File: src/rtl/efuse_prog_sequencer.sv
// eFuse programming sequencer: walks every bit of a latched word and strobes only the set bits.
// Optional readback check after the walk is enabled by defining EFUSE_VERIFY_EN.
module efuse_prog_sequencer #(
  parameter int NBITS   = 32,
  parameter int ADDR_W  = 5,
  parameter int PULSE_W = 40,
  parameter int GAP_W   = 4,
  parameter int SENSE_W = 4
) (
  input  logic              clk_8M,
  input  logic              rst,
  input  logic              start,
  input  logic [NBITS-1:0]  prog_word,
  input  logic [NBITS-1:0]  efuse_dout,
  output logic [ADDR_W-1:0] efuse_addr,
  output logic              efuse_pgm,
  output logic              efuse_sense,
  output logic              busy,
  output logic              done,
  output logic [ADDR_W:0]   prog_count,
  output logic              verify_err
);

  // state | meaning
  // IDLE  | waiting for a start edge
  // SCAN  | test latched bit at r_idx
  // SETUP | address settles, strobe low
  // PULSE | program strobe high for PULSE_W cycles
  // GAP   | recovery, strobe low, address held
  // SENSE | sense strobe high for SENSE_W cycles (verify builds)
  // CHECK | compare readback against latched word (verify builds)
  // DONE  | one-cycle completion pulse
`ifdef EFUSE_VERIFY_EN
  typedef enum logic [2:0] {
    S_IDLE, S_SCAN, S_SETUP, S_PULSE, S_GAP, S_SENSE, S_CHECK, S_DONE
  } state_t;
`else
  typedef enum logic [2:0] {
    S_IDLE, S_SCAN, S_SETUP, S_PULSE, S_GAP, S_DONE
  } state_t;
`endif

  localparam int TMAX  = (PULSE_W > GAP_W) ? ((PULSE_W > SENSE_W) ? PULSE_W : SENSE_W)
                                           : ((GAP_W > SENSE_W) ? GAP_W : SENSE_W);
  localparam int TMR_W = $clog2(TMAX + 1);
  localparam logic [ADDR_W-1:0] LAST = ADDR_W'(NBITS - 1);

  state_t            r_state, w_next, w_end_state;
  logic              r_sync1, r_sync2, r_sync3;
  logic [NBITS-1:0]  r_word;
  logic [ADDR_W-1:0] r_idx;
  logic [ADDR_W-1:0] r_addr;
  logic [ADDR_W:0]   r_cnt;
  logic [TMR_W-1:0]  r_tmr;
  logic              r_pgm, r_busy, r_done;
  logic              w_edge, w_bit, w_last, w_tmr_zero;

  assign w_edge     = r_sync2 & ~r_sync3;
  assign w_bit      = r_word[r_idx];
  assign w_last     = (r_idx == LAST);
  assign w_tmr_zero = (r_tmr == '0);

`ifdef EFUSE_VERIFY_EN
  logic             r_sense, r_verr;
  logic [NBITS-1:0] r_dout;
  assign w_end_state = S_SENSE;
  assign efuse_sense = r_sense;
  assign verify_err  = r_verr;
`else
  logic w_unused;
  assign w_unused    = ^efuse_dout;
  assign w_end_state = S_DONE;
  assign efuse_sense = 1'b0;
  assign verify_err  = 1'b0;
`endif

  always_ff @(posedge clk_8M or posedge rst) begin
    if (rst) r_state <= S_IDLE;
    else     r_state <= w_next;
  end

  always_comb begin
    w_next = r_state;
    case (r_state)
      S_IDLE:  if (w_edge) w_next = S_SCAN;
      S_SCAN: begin
        if (w_bit)       w_next = S_SETUP;
        else if (w_last) w_next = w_end_state;
      end
      S_SETUP: w_next = S_PULSE;
      S_PULSE: if (w_tmr_zero) w_next = S_GAP;
      S_GAP:   if (w_tmr_zero) w_next = w_last ? w_end_state : S_SCAN;
`ifdef EFUSE_VERIFY_EN
      S_SENSE: if (w_tmr_zero) w_next = S_CHECK;
      S_CHECK: w_next = S_DONE;
`endif
      S_DONE:  w_next = S_IDLE;
      default: w_next = S_IDLE;
    endcase
  end

  // Strobes and status are registered from the next state so they are glitch-free
  always_ff @(posedge clk_8M or posedge rst) begin
    if (rst) begin
      r_sync1 <= 1'b0;
      r_sync2 <= 1'b0;
      r_sync3 <= 1'b0;
      r_word  <= '0;
      r_idx   <= '0;
      r_addr  <= '0;
      r_cnt   <= '0;
      r_tmr   <= '0;
      r_pgm   <= 1'b0;
      r_busy  <= 1'b0;
      r_done  <= 1'b0;
`ifdef EFUSE_VERIFY_EN
      r_sense <= 1'b0;
      r_verr  <= 1'b0;
      r_dout  <= '0;
`endif
    end else begin
      r_sync1 <= start;
      r_sync2 <= r_sync1;
      r_sync3 <= r_sync2;

      if (r_state == S_IDLE && w_edge) begin
        r_word <= prog_word;
        r_idx  <= '0;
        r_cnt  <= '0;
`ifdef EFUSE_VERIFY_EN
        r_verr <= 1'b0;
`endif
      end

      if (w_next != r_state) begin
        case (w_next)
          S_PULSE: r_tmr <= TMR_W'(PULSE_W - 1);
          S_GAP:   r_tmr <= TMR_W'(GAP_W - 1);
`ifdef EFUSE_VERIFY_EN
          S_SENSE: r_tmr <= TMR_W'(SENSE_W - 1);
`endif
          default: ;
        endcase
      end else if (!w_tmr_zero) begin
        r_tmr <= r_tmr - 1'b1;
      end

      case (r_state)
        S_SCAN: begin
          if (w_bit)        r_addr <= r_idx;
          else if (!w_last) r_idx  <= r_idx + 1'b1;
        end
        S_SETUP: r_cnt <= r_cnt + 1'b1;
        S_GAP:   if (w_tmr_zero && !w_last) r_idx <= r_idx + 1'b1;
`ifdef EFUSE_VERIFY_EN
        S_SENSE: if (w_tmr_zero) r_dout <= efuse_dout;
        S_CHECK: r_verr <= |(r_word & ~r_dout);
`endif
        default: ;
      endcase

      r_pgm  <= (w_next == S_PULSE);
      r_busy <= (w_next != S_IDLE);
      r_done <= (w_next == S_DONE);
`ifdef EFUSE_VERIFY_EN
      r_sense <= (w_next == S_SENSE);
`endif
    end
  end

  assign efuse_addr = r_addr;
  assign efuse_pgm  = r_pgm;
  assign busy       = r_busy;
  assign done       = r_done;
  assign prog_count = r_cnt;

endmodule

File: config.mk
export PLATFORM = sky130hd
export DESIGN_NAME = efuse_prog_sequencer
export DESIGN_NICKNAME = d
export VERILOG_FILES = /design/src/rtl/efuse_prog_sequencer.sv
export SDC_FILE = /design/constraint.sdc
export NUM_CORES = 1
export LEC_CHECK = 0
export CORE_ASPECT_RATIO = 0.9
export CORE_MARGIN = 5
export CORE_UTILIZATION = 49
export DETAILED_ROUTE_END_ITERATION = 10
export GPL_TIMING_DRIVEN = 0
export PLACE_DENSITY = 0.84
export SETUP_SLACK_MARGIN = 0.4
export SYNTH_ARGS = -nofsm -noshare
export SYNTH_HDL_FRONTEND = slang
export SYNTH_SLANG_ARGS = --single-unit
File: constraint.sdc
create_clock -name clk_8M -period 7.5 [get_ports clk_8M]
set_clock_uncertainty 0.2 [all_clocks]
set_input_delay 0.75 -clock clk_8M [delete_from_list [all_inputs] [get_ports clk_8M]]
set_output_delay 0.75 -clock clk_8M [all_outputs]
set_load 0.005 [all_outputs]
Yosys cells after proc, flatten, opt, wreduce, memory -nomap -nowiden:

Cells that the tools add are included.

* add/sub/neg operators: 3
* magnitude comparators: 1
* eq/ne operators: 11
* multiplexer cells: 19
* bitwise gates (word level): 2
* reduce and logical (&&, ||, !) cells: 9

Operators by type and width (count)
* $mux 6: 4
* $mux 5: 4
* $mux 3: 6
* $pmux 3 s5: 1
* $pmux 6 s2: 1
* $pmux 5 s2: 1
* $eq 3x2->1 const B: 3
* $eq 3x3->1 const B: 3
* $add 6x1->6 const B: 1
* $logic_not 6->1: 1
* $lt 5x6->1 const B: 1
* $sub 6x1->6 const B: 1
* $add 5x1->5 const B: 1
* $bmux 1 s5: 1
* $eq 5x5->1 const B: 1
* $reduce_and 2->1: 2
* $eq 3x1->1 const B: 1
* $logic_not 3->1: 1
* $ne 3x1->1 const B: 1
* $ne 3x3->1: 1
* $reduce_bool 3->1: 1
* $logic_and 1x1->1: 2
* $ne 2x1->1 const B: 1
* $reduce_bool 2->1: 1
* other kinds (4): 4

* flip-flop bits (word level): 63
* bits of input ports: 67
* output and inout port bits: 16
* logic and storage cells: 57

Logic depth before layout (Yosys ltp):

* depth after elaboration: 7
* mapped depth: 11
* mapped depth without buffers: 10

Least setup slack after synthesis:

Ideal clock, no wire load.

* path type: register to register
* from: reg r_tmr[0]
* to: reg r_tmr[2]
* setup time: 0.126 ns
* data arrival time: 2.543 ns
* required time: 7.174 ns
* path slack: 4.631 ns
* stages on the path, launching flop included: 11
* path buffers: 1
* period minus slack after synthesis: 2.869 ns
* cell sequence: dfrtp_1 > inv_1 > ha_1 > or3b_1 > or3_1 > clkbuf_1 > and3_1 > a31oi_2 > o41ai_4 > and2_1 > a221o_1

* word-level cells in the longest chain between the ends: 6
* elaborated cells between the ends (all ways): 14
* classes of those cells: add/sub: 1; eq/ne: 5; mux: 6; reduce/logical: 2

Ends and longest elaborated chain
* start: declaration: line 54 `logic [TMR_W-1:0] r_tmr;`
* start signal: assignment: line 137 `S_PULSE: r_tmr <= TMR_W'(PULSE_W - 1);`
* start signal: assignment: line 138 `S_GAP: r_tmr <= TMR_W'(GAP_W - 1);`
* start signal: assignment: line 145 `r_tmr <= r_tmr - 1'b1;`
* $logic_not 6->1: line 61 `assign w_tmr_zero = (r_tmr == '0);`
* $mux 3 (on tied branches): line 92, 91
* $pmux 3 s5: line 84 `case (r_state)`
* $eq 3x3->1, or another cell as far along: line 136 `case (w_next)`
* $pmux 6 s2, or another cell as far along: line 136
* $mux 6 or $reduce_and 2->1 (tied branches)

Parallel ways exist; a longest one is shown, timed or not. The select of a mux whose other input is x is not followed.
A chain may end at the register's enable or synchronous reset.

Worst setup path after layout:

Same ends and word-level chain as after synthesis.

==> out/qor.csv <==
metric,value,unit
Buffers on Ports,48,
setup_tns,0,ns
Metal-1 WL,3230,um
leakage,1.79,nW
first-pass GRT wire length,12600,um
DRC Markers,0,
CP endpoint kind,flip-flop,
Hold Path Class,flip-flop to flip-flop,
Final ANT Viol Nets,0,
Final Hold Fails,0,
combinational share of power,0.382,
switching power,0.515,mW
post-cts resize count,0,
library cells used by synthesis,49,
Final Max Slew Viols,0,
row count,28,
initial antenna violation count,0,
Clock power frac,0.218,
power density cells,347,nW/um^2
CTS buffer count,9,
area of the mapped netlist,3200,sq um
antenna fix cells,0,
# fillers,537,
GRT Resource Usage Total,0.196,
Starting DRT DRC Count,230,
Crit Path Category,flip-flop to flip-flop,
Max Root-Sink Buffers,2,
CTS tree,done,
TritonRoute pass-1 iters,4,
RR Endpoint,r_tmr[2]$_DFFE_PP0P_,
largest net degree at the start of global routing,44,
cts hold-fix bufs,0,
total power draw,1.40,mW
count of state elements after synthesis,63,
R2R cell count,10,
Sink Count,63,
vias,2669,
share of cells above drive strength 1,0.0920,
Final Cycle Share,0.417,
max-cap viol count,0,
CTS root buffer,clkbuf_8,
Slew headroom,0.571,
"EDFF count, synth",0,
Die Y,86.7,um
# nets final,490,
Syn Area/Cell,8.94,sq um
Setup Viol. Count Final,0,
GP Congestion,0.906,
Seq pwr share,0.400,
R2R Setup Slk,4.37,ns
I/O pin total,83,
Worst Path Max Fanout,8,
Worst EP arrival,3.16,ns
vias in the first global route,2761,
WL met2,3420,um
hold path depth,0,
Worst R2R Start,r_tmr[0]$_DFFE_PP0P_,
CORE AREA,6480,sq um
H-Tree Level Count,3,
peak supply drop,0.000140,V
Worst Setup Start Kind,flip-flop,
Synth warnings,0,
Hold EP,r_sync2$_DFF_PP0_,
routed length per instance,13.9,um
die area,8250,sq um
gate count after technology mapping,358,
sequential area share after synthesis,0.493,
Via density,5.19,
fmax,0.320,GHz
switching share of power,0.369,
Worst Max-Slew Pin Slew,0.644,ns
"Req. time, crit path",7.53,ns
RSZ-0062 raised after global routing,no,
internal power,0.881,mW
grt ovf,0,
ys async rst share,1.00,
status,"finished, final reports clean",
final WL,7140,um
Starting Density,0.494,
Post-synth top flop,dfrtp_1,
Die Wd,95.2,um
Post-CTS Setup Repair Bufs,0,
DPL Wire Length,5140,um
Layout area overhead,25.8,%
worst skew pair latency,0.35,ns
met3 WL,377,um
clk slew on worst S/H paths,0.07,ns
minimum clock period,3.13,ns
Hold Startpoint,r_sync1$_DFF_PP0_,
DR top layer,met4,
## cell type report
| type | instances | area [sq um] | area share |
|---|---|---|---|
| tap | 90 | 113 | 0.0280 |
| sequential | 63 | 1580 | 0.392 |
| clock buffer | 11 | 151 | 0.0376 |
| multi-input combinational | 267 | 1500 | 0.373 |
| clock inverter | 5 | 56.3 | 0.0140 |
| inverter | 8 | 30.0 | 0.00746 |
| timing repair buffer | 49 | 500 | 0.124 |
| buffer | 21 | 96.3 | 0.0239 |
## worst max-delay path, stage by stage, from the launching register on
cell      delay [ns]
dfrtp_1         0.42
inv_1           0.07
ha_1            0.18
or3b_1          0.41
or3_1           0.31
clkbuf_1        0.18
and3_1          0.23
a31oi_2         0.24
o41ai_4         0.18
and2_1          0.24
a221o_1         0.35
## kinds of logic (layout without fill, tap and decap cells)
| family | count (synthesis) | count (layout) | share of synthesized area |
|---|---|---|---|
| other | 1 | 2 | 0.00117 |
| DFF | 63 | 63 | 0.493 |
| buffers and inverters | 29 | 94 | 0.0395 |
| xor gates and xnor gates | 2 | 2 | 0.00547 |
| and+or+nand+nor | 188 | 188 | 0.255 |
| muxes | 19 | 19 | 0.0700 |
| AOI/OAI and AO/OA | 52 | 52 | 0.121 |
| adders and majority gates | 4 | 4 | 0.0156 |
## layer usage
layer,global-route usage,up-vias
met5,0,-
met4,0.0682,0
met3,0.0564,11
met2,0.303,78
met1,0.264,1235
li1,-,1345
## synthesized netlist by cell type, drive strengths merged, types with 2 or more instances
| cell | number | area share |
|---|---|---|
| mux2i | 10 | 0.031 |
| clkbuf | 13 | 0.015 |
| nor2b | 3 | 0.0059 |
| a21oi | 8 | 0.013 |
| a211o | 2 | 0.0055 |
| a221o | 2 | 0.0063 |
| mux4 | 2 | 0.014 |
| buf | 8 | 0.015 |
| nor2 | 22 | 0.026 |
| dfrtp | 63 | 0.49 |
| ha | 4 | 0.016 |
| nand3 | 19 | 0.030 |
| nor3 | 4 | 0.0063 |
| o22a | 2 | 0.0055 |
| mux2 | 7 | 0.025 |
| nand2b | 6 | 0.012 |
| inv | 8 | 0.0094 |
| o22ai | 4 | 0.0078 |
| a311oi | 3 | 0.0082 |
| nand4 | 5 | 0.0098 |
| nand2 | 115 | 0.14 |
| a31oi | 8 | 0.020 |
| and3 | 5 | 0.0098 |
| o211ai | 3 | 0.0070 |
| or2 | 2 | 0.0039 |
| o21ai | 12 | 0.019 |
## how the worst max path moves through the flow
| stage | start | slack (ns) | cells past startpoint | to |
|---|---|---|---|---|
| finish | r_tmr[0]$_DFFE_PP0P_ | 4.37 | 10 | r_tmr[2]$_DFFE_PP0P_ |
| global route | r_tmr[0]$_DFFE_PP0P_ | 4.20 | 10 | r_tmr[2]$_DFFE_PP0P_ |
| CTS | r_tmr[0]$_DFFE_PP0P_ | 4.38 | 10 | r_tmr[2]$_DFFE_PP0P_ |
| detailed placement | r_tmr[0]$_DFFE_PP0P_ | 4.40 | 10 | r_tmr[2]$_DFFE_PP0P_ |
| global placement | rst | 3.92 | 2 | r_word[6]$_DFFE_PP0P_ |
| floorplan | r_tmr[0]$_DFFE_PP0P_ | 4.63 | 10 | r_tmr[2]$_DFFE_PP0P_ |
## cells in the final DEF, fill, tap and decap left out, types with 8 or more instances in the layout
cell type        Yosys  routed
clkbuf_1            13      13
dfrtp_1             63      63
nor2_1              22      22
nand2_1            114     114
nand3_1             19      19
clkbuf_8             0      11
mux2i_1             10      10
clkdlybuf4s50_1      0      48
a21oi_1              8       8
o21ai_0             12      12
## power by group through the flow
stage | registers (mW) | logic, mW | clock network, mW
3_5_place_dp | 0.560 | 0.531 | 0
4_1_cts | 0.558 | 0.535 | 0.312
6_report | 0.559 | 0.533 | 0.304
2_1_floorplan | 0.539 | 0.390 | 0
3_3_place_gp | 0.554 | 0.510 | 0
5_1_grt | 0.577 | 0.601 | 0.325
## state kept, by name, indices dropped and copies added (netlist names)
| signal | flops |
|---|---|
| r_word | 32 |
| r_idx | 5 |
| r_sync2 | 1 |
| r_sync1 | 1 |
| r_tmr | 6 |
| prog_count | 6 |
| r_sync3 | 1 |
| efuse_addr | 5 |
| efuse_pgm | 1 |
| done | 1 |
| r_state | 3 |
| busy | 1 |
## per-stage QoR
| stage | utilization | cell area [sq um] | std cells | setup WS (ns) | hold slack (ns) |
|---|---|---|---|---|---|
| 6_report | 0.621 | 4030 | 514 | 4.37 | 0.150 |
| 5_1_grt | 0.621 | 4030 | 514 | 4.20 | 0.174 |
| 4_1_cts | 0.621 | 4030 | 514 | 4.38 | 0.151 |
| 3_5_place_dp | 0.589 | 3820 | 498 | 4.40 | 0.135 |
| 3_3_place_gp | 0.586 | 3800 | 497 | 3.92 | 0.133 |
| 2_1_floorplan | - | 3200 | 359 | 4.63 | 0.131 |
Note: power is estimated with default switching activity, not from simulation.
==> RTL edit (same settings) <==
The parameter `PULSE_W` goes from 40 to 44.
--- a/src/rtl/efuse_prog_sequencer.sv
+++ b/src/rtl/efuse_prog_sequencer.sv
@@ -5,3 +5,3 @@
   parameter int ADDR_W  = 5,
-  parameter int PULSE_W = 40,
+  parameter int PULSE_W = 44,
   parameter int GAP_W   = 4,
Behaviour: no difference found for any inputs over 10 cycles, from zero or initial values and one cycle with rst high; that may be too few to reach the edited logic, so the function may still have changed.
==> RTL edit against the original RTL <==
First-iteration DRC count fell by 47%. Wire length is 16% lower. Fmax decreased by 5.3%. Setup slack worse by 170 ps. Power up 2.2%. Sequential share of layout area rose by 2.1 points. Critical path type unchanged. Critical endpoint unchanged. Cell count fell by 24%. Design area fell by 5.0%. Area after synthesis down 5.1%. Synthesized cell count fell by 30%. Sequential cell count stayed put.
==> RTL edit: results (changes against the original RTL) <==
- Logic depth of the worst register-to-register path: 8 (-2)
- Synth top area cells: dfrtp_1 (52%), mux2_2 (14%), mux4_2 (5.9%)
- Setup slack after layout: 4200 ps (-174 ps)
- Clock-net power: 285 uW (-6%)
- Wire length of the first global-routing pass: 10700 um (-15%)
- Maximum fanout count along the critical path: 10 (+2)
- Iteration-0 DRC count of the detailed router: 123 (-47%)
- Comb group: 588 uW (+10%)
- Slew margin rel.: 46.2% (-11 points)
- VDD IR-drop max: 0.161 mV (+15%)
- CP arrival: 3350 ps (+190 ps)
- Proportion of layout cells with a drive suffix above 1: 22.1% (+13 points)
- Cell Count, Final, Fillers Out: 389 (-24%)
- Final HPWL DP: 4340 um (-16%)
- Internal power summed over all cells: 965 uW (+9.6%)
- Worst Hold Path Cells: 0 (unchanged)
- Final wirelength: 5970 um (-16%)
- Global routing usage on met1: 21.4% (-5.0 points)
- Tightest hold margin: 155 ps (+4.89 ps)
- Met2 usage in global routing: 28.7% (-1.6 points)
- Post-DP Area: 3630 um2 (-4.9%)
- Count of nets after finishing: 383 (-22%)
- Static leakage: 0.00164 uW (-8.5%)
- Final GP Congestion: 0.870 (-4.0%)
- Cells after DPL: 373 (-25%)
- Run status: finished, final reports clean
- Proportion of synthesized chip area in sequential cells: 51.9% (+2.6 points)
- Setup crit start: r_idx[1]$_DFF_PP0_
- Synth unique cells: 43 (-12%)
- Number of global-route vias before repair: 2339 (-15%)
- GR Layer Usage met3: 4.57% (-1.1 points)
- Most instantiated cells after synthesis: dfrtp_1 (63), mux2_2 (38), nand2_1 (22)
- Power Sequential: 553 uW (-1%)
- Fraction of post-synthesis cell area in the top cell type by area: 51.9% (+2.6 points)
- Reg-to-reg slack, setup: 4200 ps (-170 ps)
- Clock latency reported for the late side of the worst-skew pair: 330 ps (-20 ps)
RTL edit: area by class of cell:
cell class | instances | area, um2
fillers | 474 | 2260
flip-flops and latches | 63 | 1580
multi-input cells | 168 | 1370
repair buffers | 49 | 500
clock buffers | 13 | 149
well taps | 72 | 90.1
plain buffers | 12 | 60.1
clock inverters | 3 | 42.5
inverters | 9 | 33.8
RTL edit: worst max-delay path, cell delays in order (launching register included):
cell      delay, ps
dfrtp_1         390
clkbuf_1        470
mux4_2          380
mux2_2          320
mux4_2          530
a21oi_1         270
or2_4           210
mux2_1          330
mux2i_1         130
RTL edit: cell families after synthesis:
logic type / share of synthesized area [%]
AOI/OAI and AO/OA: 8.69
xor gates and xnor gates: 0.288
adders and majority gates: 1.65
buffers and inverters: 3.09
DFF: 51.9
muxes: 22.9
other: 0.123
and+or+nand+nor: 11.4
RTL edit: metal layers:
layer  vias to the layer above  wire (um)
met4                         0         87
met5                         -          0
met2                        53       2950
met3                        11        301
li1                       1029          -
met1                      1030       2630
